===== src/rtl/alu_ser_pkg.sv =====
// ----------------------------------------------------------------------------
// alu_ser_pkg
//   Shared types and constants for the ALU result serializer.
//   - state_t      : serializer FSM states
//   - WORD_W       : width of a buffered ALU word {parity, carry, result[3:0]}
//   - DATA_BITS    : number of data bits shifted out per frame
//   - IDLE_LEVEL   : level of the serial line when no frame is in progress
//   - word_parity  : XOR reduction used for the optional frame-parity bit
// ----------------------------------------------------------------------------
package alu_ser_pkg;

   typedef enum logic [2:0] {
      IDLE  = 3'd0,
      START = 3'd1,
      DATA  = 3'd2,
      PAR   = 3'd3,
      STOP  = 3'd4
   } state_t;

   localparam int   WORD_W     = 6;
   localparam int   DATA_BITS  = 6;
   localparam logic IDLE_LEVEL = 1'b1;

   // XOR of all data bits; sending it after the data gives even parity
   // over data + parity bit.
   function automatic logic word_parity(input logic [WORD_W-1:0] w);
      return ^w;
   endfunction

endpackage


===== src/rtl/alu_result_serializer_fifo.sv =====
// ----------------------------------------------------------------------------
// alu_ser_fifo
//   Synchronous DEPTH x WORD_W FIFO holding ALU result words until the
//   serializer can send them.
//   Ports:
//     clk      in   clock
//     rst_n    in   asynchronous active-low reset (pointers and count only)
//     push_i   in   write wdata_i at the tail (ignored when full)
//     pop_i    in   drop the head entry (ignored when empty)
//     wdata_i  in   word to write
//     rdata_o  out  current head entry
//     full_o   out  DEPTH entries held
//     empty_o  out  no entries held
//   DEPTH must be a power of two so the pointers wrap naturally.
// ----------------------------------------------------------------------------
module alu_ser_fifo
   import alu_ser_pkg::*;
#(
   parameter int DEPTH = 4
) (
   input  logic              clk,
   input  logic              rst_n,
   input  logic              push_i,
   input  logic              pop_i,
   input  logic [WORD_W-1:0] wdata_i,
   output logic [WORD_W-1:0] rdata_o,
   output logic              full_o,
   output logic              empty_o
);

   localparam int PW = (DEPTH > 1) ? $clog2(DEPTH) : 1;
   localparam int CW = $clog2(DEPTH + 1);

   logic [WORD_W-1:0] mem_q [DEPTH];
   logic [PW-1:0]     wr_ptr_q, wr_ptr_d;
   logic [PW-1:0]     rd_ptr_q, rd_ptr_d;
   logic [CW-1:0]     count_q, count_d;
   logic              do_push, do_pop;

   assign full_o  = (count_q == CW'(DEPTH));
   assign empty_o = (count_q == '0);

   // Head is read asynchronously: the FSM must load the shift register on
   // the same edge it pops, and the storage is only a handful of entries.
   assign rdata_o = mem_q[rd_ptr_q];

   assign do_push = push_i && !full_o;
   assign do_pop  = pop_i && !empty_o;

   always_comb begin
      wr_ptr_d = wr_ptr_q;
      rd_ptr_d = rd_ptr_q;
      count_d  = count_q;
      if (do_push) begin
         wr_ptr_d = wr_ptr_q + PW'(1);
      end
      if (do_pop) begin
         rd_ptr_d = rd_ptr_q + PW'(1);
      end
      // Simultaneous push and pop leaves the count unchanged.
      case ({do_push, do_pop})
         2'b10:   count_d = count_q + CW'(1);
         2'b01:   count_d = count_q - CW'(1);
         default: count_d = count_q;
      endcase
   end

   always_ff @(posedge clk or negedge rst_n) begin
      if (!rst_n) begin
         wr_ptr_q <= '0;
         rd_ptr_q <= '0;
         count_q  <= '0;
      end else begin
         wr_ptr_q <= wr_ptr_d;
         rd_ptr_q <= rd_ptr_d;
         count_q  <= count_d;
      end
   end

   // Storage needs no reset; validity is tracked by the pointers.
   always_ff @(posedge clk) begin
      if (do_push) begin
         mem_q[wr_ptr_q] <= wdata_i;
      end
   end

endmodule


===== src/rtl/alu_result_serializer.sv =====
// ----------------------------------------------------------------------------
// alu_result_serializer
//   Buffers ALU result words {parity, carry, result[3:0]} in a small FIFO and
//   sends each one on a single pin as a UART-style frame:
//     start(0) | result[0..3], carry, parity | [frame parity] | stop(1)
//   every bit lasting BIT_DIV clock cycles.
//   Optional feature macro: ALU_SER_FRAME_PARITY_EN inserts an even
//   frame-parity bit between the data bits and the stop bit.
//   Ports:
//     clk         in   clock
//     rst_n       in   asynchronous active-low reset
//     ena         in   global enable; 0 freezes all state
//     in_valid    in   ALU word valid this cycle
//     in_result   in   ALU result [3:0]
//     in_carry    in   ALU carry/borrow flag
//     in_parity   in   ALU odd-parity flag
//     in_ready    out  word accepted when in_valid && in_ready
//     tx_serial   out  serial line, idle high (registered)
//     tx_busy     out  frame in progress
//     fifo_empty  out  no words buffered
//     fifo_full   out  DEPTH words buffered
//     overflow    out  sticky: a word was dropped because the FIFO was full
// ----------------------------------------------------------------------------
module alu_result_serializer
   import alu_ser_pkg::*;
#(
   parameter int DEPTH   = 4,
   parameter int BIT_DIV = 8
) (
   input  logic       clk,
   input  logic       rst_n,
   input  logic       ena,
   input  logic       in_valid,
   input  logic [3:0] in_result,
   input  logic       in_carry,
   input  logic       in_parity,
   output logic       in_ready,
   output logic       tx_serial,
   output logic       tx_busy,
   output logic       fifo_empty,
   output logic       fifo_full,
   output logic       overflow
);

   localparam int             BW        = $clog2(BIT_DIV);
   localparam logic [BW-1:0]  BAUD_LOAD = BW'(BIT_DIV - 1);
   localparam logic [2:0]     LAST_BIT  = 3'(DATA_BITS - 1);

   state_t            state_q, state_d;
   logic [BW-1:0]     baud_q, baud_d;
   logic [2:0]        bit_q, bit_d;
   logic [WORD_W-1:0] shift_q, shift_d;
   logic              tx_q, tx_d;
   logic              ovf_q;
   logic              init_q;
   logic              push, pop;
   logic              line_level;
   logic [WORD_W-1:0] fifo_rdata;
`ifdef ALU_SER_FRAME_PARITY_EN
   logic              par_q, par_d;
`endif

   // init_q holds in_ready low for the first cycle after reset release.
   assign in_ready  = ena && init_q && !fifo_full;
   assign push      = in_valid && in_ready;
   assign tx_serial = tx_q;
   assign tx_busy   = (state_q != IDLE);
   assign overflow  = ovf_q;

   alu_ser_fifo #(
      .DEPTH (DEPTH)
   ) u_fifo (
      .clk     (clk),
      .rst_n   (rst_n),
      .push_i  (push),
      .pop_i   (pop),
      .wdata_i ({in_parity, in_carry, in_result}),
      .rdata_o (fifo_rdata),
      .full_o  (fifo_full),
      .empty_o (fifo_empty)
   );

   // Next-state logic. Every non-idle state lasts BIT_DIV cycles: the baud
   // counter runs BIT_DIV-1 down to 0 and the FSM advances on 0.
   always_comb begin
      state_d = state_q;
      baud_d  = baud_q;
      bit_d   = bit_q;
      shift_d = shift_q;
      pop     = 1'b0;
`ifdef ALU_SER_FRAME_PARITY_EN
      par_d   = par_q;
`endif
      if (ena) begin
         case (state_q)
            IDLE: begin
               if (!fifo_empty) begin
                  pop     = 1'b1;
                  shift_d = fifo_rdata;
                  baud_d  = BAUD_LOAD;
                  bit_d   = 3'd0;
`ifdef ALU_SER_FRAME_PARITY_EN
                  par_d   = word_parity(fifo_rdata);
`endif
                  state_d = START;
               end
            end
            START: begin
               if (baud_q == '0) begin
                  baud_d  = BAUD_LOAD;
                  state_d = DATA;
               end else begin
                  baud_d = baud_q - BW'(1);
               end
            end
            DATA: begin
               if (baud_q == '0) begin
                  baud_d  = BAUD_LOAD;
                  shift_d = shift_q >> 1;
                  if (bit_q == LAST_BIT) begin
`ifdef ALU_SER_FRAME_PARITY_EN
                     state_d = PAR;
`else
                     state_d = STOP;
`endif
                  end else begin
                     bit_d = bit_q + 3'd1;
                  end
               end else begin
                  baud_d = baud_q - BW'(1);
               end
            end
`ifdef ALU_SER_FRAME_PARITY_EN
            PAR: begin
               if (baud_q == '0) begin
                  baud_d  = BAUD_LOAD;
                  state_d = STOP;
               end else begin
                  baud_d = baud_q - BW'(1);
               end
            end
`endif
            STOP: begin
               if (baud_q == '0) begin
                  baud_d  = BAUD_LOAD;
                  state_d = IDLE;
               end else begin
                  baud_d = baud_q - BW'(1);
               end
            end
            default: begin
               state_d = IDLE;
            end
         endcase
      end
   end

   // Line level for the current state. It is registered into tx_q, so the
   // pin follows the FSM one cycle later and never glitches.
   always_comb begin
      line_level = IDLE_LEVEL;
      case (state_q)
         START:   line_level = 1'b0;
         DATA:    line_level = shift_q[0];
`ifdef ALU_SER_FRAME_PARITY_EN
         PAR:     line_level = par_q;
`endif
         default: line_level = IDLE_LEVEL;
      endcase
      tx_d = ena ? line_level : tx_q;
   end

   always_ff @(posedge clk or negedge rst_n) begin
      if (!rst_n) begin
         state_q <= IDLE;
         baud_q  <= '0;
         bit_q   <= 3'd0;
         shift_q <= '0;
         tx_q    <= IDLE_LEVEL;
         ovf_q   <= 1'b0;
         init_q  <= 1'b0;
`ifdef ALU_SER_FRAME_PARITY_EN
         par_q   <= 1'b0;
`endif
      end else begin
         init_q <= 1'b1;
         tx_q   <= tx_d;
         if (ena) begin
            state_q <= state_d;
            baud_q  <= baud_d;
            bit_q   <= bit_d;
            shift_q <= shift_d;
`ifdef ALU_SER_FRAME_PARITY_EN
            par_q   <= par_d;
`endif
            if (in_valid && fifo_full) begin
               ovf_q <= 1'b1;
            end
         end
      end
   end

endmodule


===== config.mk =====
export PLATFORM = sky130hd
export DESIGN_NAME = alu_result_serializer
export DESIGN_NICKNAME = d
export VERILOG_FILES = /design/src/rtl/alu_ser_pkg.sv /design/src/rtl/alu_result_serializer_fifo.sv /design/src/rtl/alu_result_serializer.sv
export SDC_FILE = /design/constraint.sdc
export NUM_CORES = 1
export LEC_CHECK = 0
export ABC_AREA = 1
export CAP_MARGIN = 40
export CELL_PAD_IN_SITES_DETAIL_PLACEMENT = 1
export CELL_PAD_IN_SITES_GLOBAL_PLACEMENT = 1
export CORE_AREA = 2 2 76 78
export DETAILED_ROUTE_END_ITERATION = 8
export DIE_AREA = 0 0 78 80
export PLACE_DENSITY = 0.86
export SLEW_MARGIN = 20
export SYNTH_ARGS = -nofsm -noshare
export SYNTH_HDL_FRONTEND = slang
export SYNTH_SLANG_ARGS = --single-unit

===== constraint.sdc =====
create_clock -name clk -period 2.5 [get_ports clk]
set_clock_uncertainty 0.05 [all_clocks]
set_input_delay 0.75 -clock clk [delete_from_list [all_inputs] [get_ports clk]]
set_output_delay 0.75 -clock clk [all_outputs]
set_load 0.03 [all_outputs]

# Yosys cells after proc, flatten, opt, wreduce, memory -nomap -nowiden
# Memories as Yosys holds them, arrays and structs flattened.
# Index checks and enable logic that the tools add are counted.
[op_classes]
reduce_logical = 21
mux = 23
eq_ne = 13
add_sub_neg = 6
[ops]
columns = ["cell", "count"]
rows = [
  ["2-to-1 mux 3 bit", 10],
  ["one-hot mux 3 bit (2 select lines)", 3],
  ["2-to-1 mux 6 bit", 2],
  ["inequality test 2 bit, second input constant", 6],
  ["one-hot mux 3 bit (4 select lines)", 1],
  ["one-hot mux 6 bit (2 select lines)", 1],
  ["equality test 3 bit, second input constant", 3],
  ["zero test 3 bit", 3],
  ["adder 3 x 1 -> 3 bit, second input constant", 2],
  ["logical AND 1 bit", 6],
  ["AND reduction 6 bit", 1],
  ["nonzero test 2 bit", 3],
  ["subtractor 3 x 1 -> 3 bit, second input constant", 2],
  ["2-to-1 mux 1 bit", 5],
  ["AND reduction 5 bit", 1],
  ["adder 2 x 1 -> 2 bit, second input constant", 2],
  ["AND reduction 4 bit", 1],
  ["equality test 3 x 1 -> 1 bit, second input constant", 1],
  ["equality test 3 x 2 -> 1 bit, second input constant", 1],
  ["AND reduction 3 bit", 1],
  ["nonzero test 3 bit", 1],
  ["OR reduction 3 bit", 1],
  ["equality test 2 x 1 -> 1 bit, second input constant", 1],
  ["equality test 2 bit, second input constant", 1],
  ["3 further kinds", 4],
]
[word_totals]
mem_count = 1
ff_bits = 25
in_bits = 10
ramBits = 24
[memory_table]
columns = ["name", "depth", "word_bits", "read_ports", "rd_clocked_by_memory_dff", "write_ports", "line", "source"]
rows = [
  ["u_fifo.mem_q", 4, 6, 1, 0, 1, "alu_result_serializer_fifo.sv:34", "logic [WORD_W-1:0] mem_q [DEPTH];"],
]

# Logic depth before layout (Yosys ltp)
[logic_depth]
word_depth = 7
depth_mapped = 11
ltp_nobuf = 11

# Hierarchy
# From an unflattened synthesis, not the netlist that was laid out.
[unflattened]
cells_unflattened = 277
area_unflattened_um2 = 2502.4
[by_module_without_submodules]
columns = ["mod", "cells_per_inst", "area_per_inst_um2", "n_inst", "seq_area_each_um2"]
rows = [
  ["alu_ser_fifo", 131, 1435.1, 1, 895.9],
  ["alu_result_serializer", 146, 1067.3, 1, 451.7],
]

# Worst setup path before layout
# No wires, ideal clock.
[synth_timing]
kind = "input port to flip-flop"
from = "in ena"
to = "reg u_fifo.count_q[1]"
path_slack_ps = 52
setup_time_ps = 83
arrival_ps = 2315
stages = 7
cell_sequence = "nand2_1 nor2_1 nand2_2 ha_1 inv_1 fa_1 o21ai_0"
[synth_via]
elab_chain_cells = 6
elab_cells_between_ends = 10
classes_between = "eq/ne (2); mux (2); reduce/logical (6)"
[synth_lines]
columns = ["item", "line", "source"]
rows = [
  ["start: declaration", "alu_result_serializer.sv:32", "input logic ena,"],
  ["logical AND 1 bit (*) (2 in series)", "alu_result_serializer.sv:64", "assign in_ready = ena && init_q && !fifo_full;"],
  ["named net in_ready", "alu_result_serializer.sv:37", "output logic in_ready,"],
  ["logical AND 1 bit (*)", "alu_result_serializer.sv:65", "assign push = in_valid && in_ready;"],
  ["logical AND 1 bit (*)", "alu_result_serializer_fifo.sv:47", "assign do_push = push_i && !full_o;"],
  ["equality test 2 x 1 -> 1 bit / equality test 2 bit (equally long branches)", "alu_result_serializer_fifo.sv:61", "case ({do_push, do_pop})"],
  ["one-hot mux 3 bit (2 select lines) / nonzero test 2 bit (equally long branches)", "-", ""],
  ["end signal: assignment", "alu_result_serializer_fifo.sv:76", "count_q <= count_d;"],
  ["end: declaration", "alu_result_serializer_fifo.sv:37", "logic [CW-1:0] count_q, count_d;"],
]
# The timed path passes the listed nets; every way through them passes the cells marked *.
# A chain may end at the register's enable or synchronous reset.

# Final worst setup path
[layout_timing]
from = "reg u_fifo.count_q[0]"
to = "out fifo_full"
[layout_via]
elab_chain_cells = 1
[layout_lines]
columns = ["item", "line", "source"]
rows = [
  ["equality test 3 bit", "alu_result_serializer_fifo.sv:40", "assign full_o = (count_q == CW'(DEPTH));"],
  ["end: declaration", "alu_result_serializer.sv:41", "output logic fifo_full,"],
]
# No other way between the ends.

==> results.yml <==
grt:
  overflow: 0
  use_met2: 0.3672
  grt_use_met3: 0.03507
  grt_max_degree: 26
  grt_usage: 0.2052
  top_usage_layer: "met2"
  grt_pass1_wl_mm: 9.611
  antenna_found_initial: 0
  grt_pass1_vias: 1999
  use_met1: 0.2368
critical_path:
  r2r_cells: 11
  path_common_cell: "inv_1"
  worstPathRequired_ns: 1.70
  startpoint_type: "flop"
  startpoint: "u_fifo.count_q[0]"
  critPathTopFamily: "buffers and inverters"
  setup.worst_path.end_class: "output pin"
  cpMaxStageDelayCell: "dlygate4sd2_1"
  cp_slowest_stage_delay_ns: 0.43
  crit_fanout: 3
  critPathArrivalTime_ns: 1.55
  path_cells: "inv_1, nand3_1, inv_1, dlygate4sd2_1"
  timing.rr.end: "u_fifo.count_q[2]"
  r2r_setup_slack_ns: 0.28
  critPathKind: "flop to output pin"
  r2r_start: "state_q[0]"
  critical_path_buf_inv_count: 3
floorplanning:
  die_x_um: 78
  num_rows: 27
  dieArea_mm2: 0.006240
  core_area_mm2: 0.005405
  ios: 16
  floorplan.initialDensity: 0.4361
  die_y_um: 80
worst_hold_path:
  min_path_type: "flop to flop"
  hold_start: "overflow"
  min_to: "overflow"
  hold_depth: 1
sta:
  setup_viol: 0
  setup_slack_ns: 0.1529
  rsz0062_at_grt: "false"
  setup_tns_ns: 0
  fin_crit_ns: 2.347
  final.period_utilization: 0.9389
  fmax_ghz: 0.4261
  drv_slew: 0
  final-hold-violation-count: 0
placement:
  hpwl_mm: 3.971
  placed_area_mm2: 0.002656
  preCtsSetupSlack_ns: -0.2699
  place_congestion: 0.8115
  place_inst: 350
  port_buffers: 15
clock_tree:
  cts_root_buffer: "clkbuf_8"
  clkLatencyLatePin_ns: 0.31
  cts.sinks: 49
  cts_hold_buf: 0
  cts_made_buffers: 5
  clk_pin_slew_ns: 0.09
  clock_path_buffers: 2
  cts_tree: "done"
  cts_setup_buffers: 0
  htreeDepth: 2
  cts_resized: 5
synth:
  netlist_instances: 256
  synth_seq_cells: 49
  synth_nets: 276
  ys_seq_area_frac: 0.5717
  synth_ff_type: "edfxtp_1"
  synth_most_common_cell: "nand2_1"
  yosys_warnings: 0
  synth_area_mm2: 0.002357
  synth_common_cells: "nand2_1, nand3_1, dfrtp_1, edfxtp_1, inv_1"
  synth_area_leaders: "edfxtp_1, dfrtp_1, nand2_1"
  synth_edf_count: 24
  synth_top_area_cell: "edfxtp_1"
  synth_top_area_frac: 0.3057
  syn_avg_cell_area_um2: 9.208
  synth_async_sr_flop_share: 0.5102
  yosysUniqueCellTypes: 27
routing:
  dr.pass1.iters: 4
  wirelength_mm: 5.553
  ant_nets: 0
  drt_iter0_drc: 51
  wl_per_cell_um: 15.51
  vias_per_cell: 5.000
  vias: 1790
  remaining_drc_errors: 0
layout:
  fillers: 653
  finalNetCount: 305
  syn_to_final_growth_pct: 17.14
  post-route-util: 0.5109
  layout.cells.non_filler: 358
  drive_above_1_share: 0.1294
  stdcell_area_mm2: 0.002761
  n_antenna_cell: 0
status:
  status: "finished, final reports clean"
power_and_ir_drop:
  leakagePower_nw: 1.329
  ir_worst_vdd_mv: 0.5552
  pwr_density_cell_mw_per_mm2: 1169
flow_run:
  drv_cap: 0
## area by class of cell
| cell class | count | area, µm² | area share |
|---|---|---|---|
| sequential | 49 | 1348 | 0.4880 |
| multi-input combinational | 174 | 879.6 | 0.3185 |
| timing repair buffer | 26 | 225.2 | 0.08156 |
| inverter | 29 | 111.4 | 0.04033 |
| tap | 72 | 90.09 | 0.03262 |
| clock buffer | 6 | 72.57 | 0.02628 |
| clock inverter | 2 | 35.03 | 0.01269 |
## worst reg2reg max path, cell delays in order (launching register included)
cell	delay [ns]
dfrtp_1	0.45
inv_2	0.12
nand2_1	0.08
nor2_1	0.13
nand3_1	0.13
inv_1	0.11
ha_1	0.18
inv_1	0.07
fa_1	0.38
a21oi_1	0.14
o21ai_0	0.11
xor2_1	0.15
## layer usage
metal  wire length, µm  up-vias
met5                 0        -
met2              2871       24
li1                  -      867
met1              2342      884
met3               155       15
met4               185        0
## how the worst max path moves through the flow
| stage | end | slack (ns) | cells after the start |
|---|---|---|---|
| 2_1_floorplan | u_fifo.count_q[1] | 0.05 | 7 |
| 3_3_place_gp | u_fifo.count_q[2] | -0.12 | 9 |
| 3_5_place_dp | u_fifo.count_q[2] | -0.27 | 9 |
| 4_1_cts | fifo_full | 0.14 | 4 |
| 5_1_grt | fifo_full | 0.05 | 4 |
| 6_report | fifo_full | 0.15 | 4 |
## cells by family (layout without fill, tap and decap cells)
kind of cell | Yosys count | in the layout | synth area share
simple gates | 146 | 146 | 0.2649
xor+xnor | 6 | 6 | 0.02229
other cells | 1 | 1 | 0.001591
flops | 49 | 49 | 0.5717
buf+inv | 33 | 63 | 0.05626
compound gates | 11 | 11 | 0.02707
fa+ha+maj | 10 | 10 | 0.05626
## placed cells by master, fill, tap and decap left out, drive strengths merged, types with 5 or more instances in the layout
| master | count |
|---|---|
| nand3 | 29 |
| edfxtp | 24 |
| clkbuf | 6 |
| clkdlybuf4s50 | 10 |
| o21ai | 5 |
| ha | 9 |
| buf | 12 |
| nor2 | 21 |
| dfrtp | 24 |
| inv | 29 |
| nand2 | 96 |
## state kept, by name, summed over array words and instances (netlist names)
name / count
u_fifo.mem_q: 24
shift_q: 6
baud_q: 3
bit_q: 3
state_q: 3
u_fifo.count_q: 3
u_fifo.rd_ptr_q: 2
u_fifo.wr_ptr_q: 2
init_q: 1
overflow: 1
tx_serial: 1
## stage by stage
stage                     hold WS [ns]  power [mW]
after floorplan                 0.3965       2.221
after global placement          0.4028       2.586
after detailed placement        0.4085       2.688
after CTS                       0.4319       3.265
after global routing            0.4607       3.517
final                           0.4254       3.229
## power breakdown
| part | switching (mW) | internal, mW |
|---|---|---|
| Combinational | 0.931 | 0.495 |
| Clock | 0.269 | 0.297 |
| Sequential | 0.187 | 1.05 |
No activity file was read; power rests on OpenSTA's default activity.
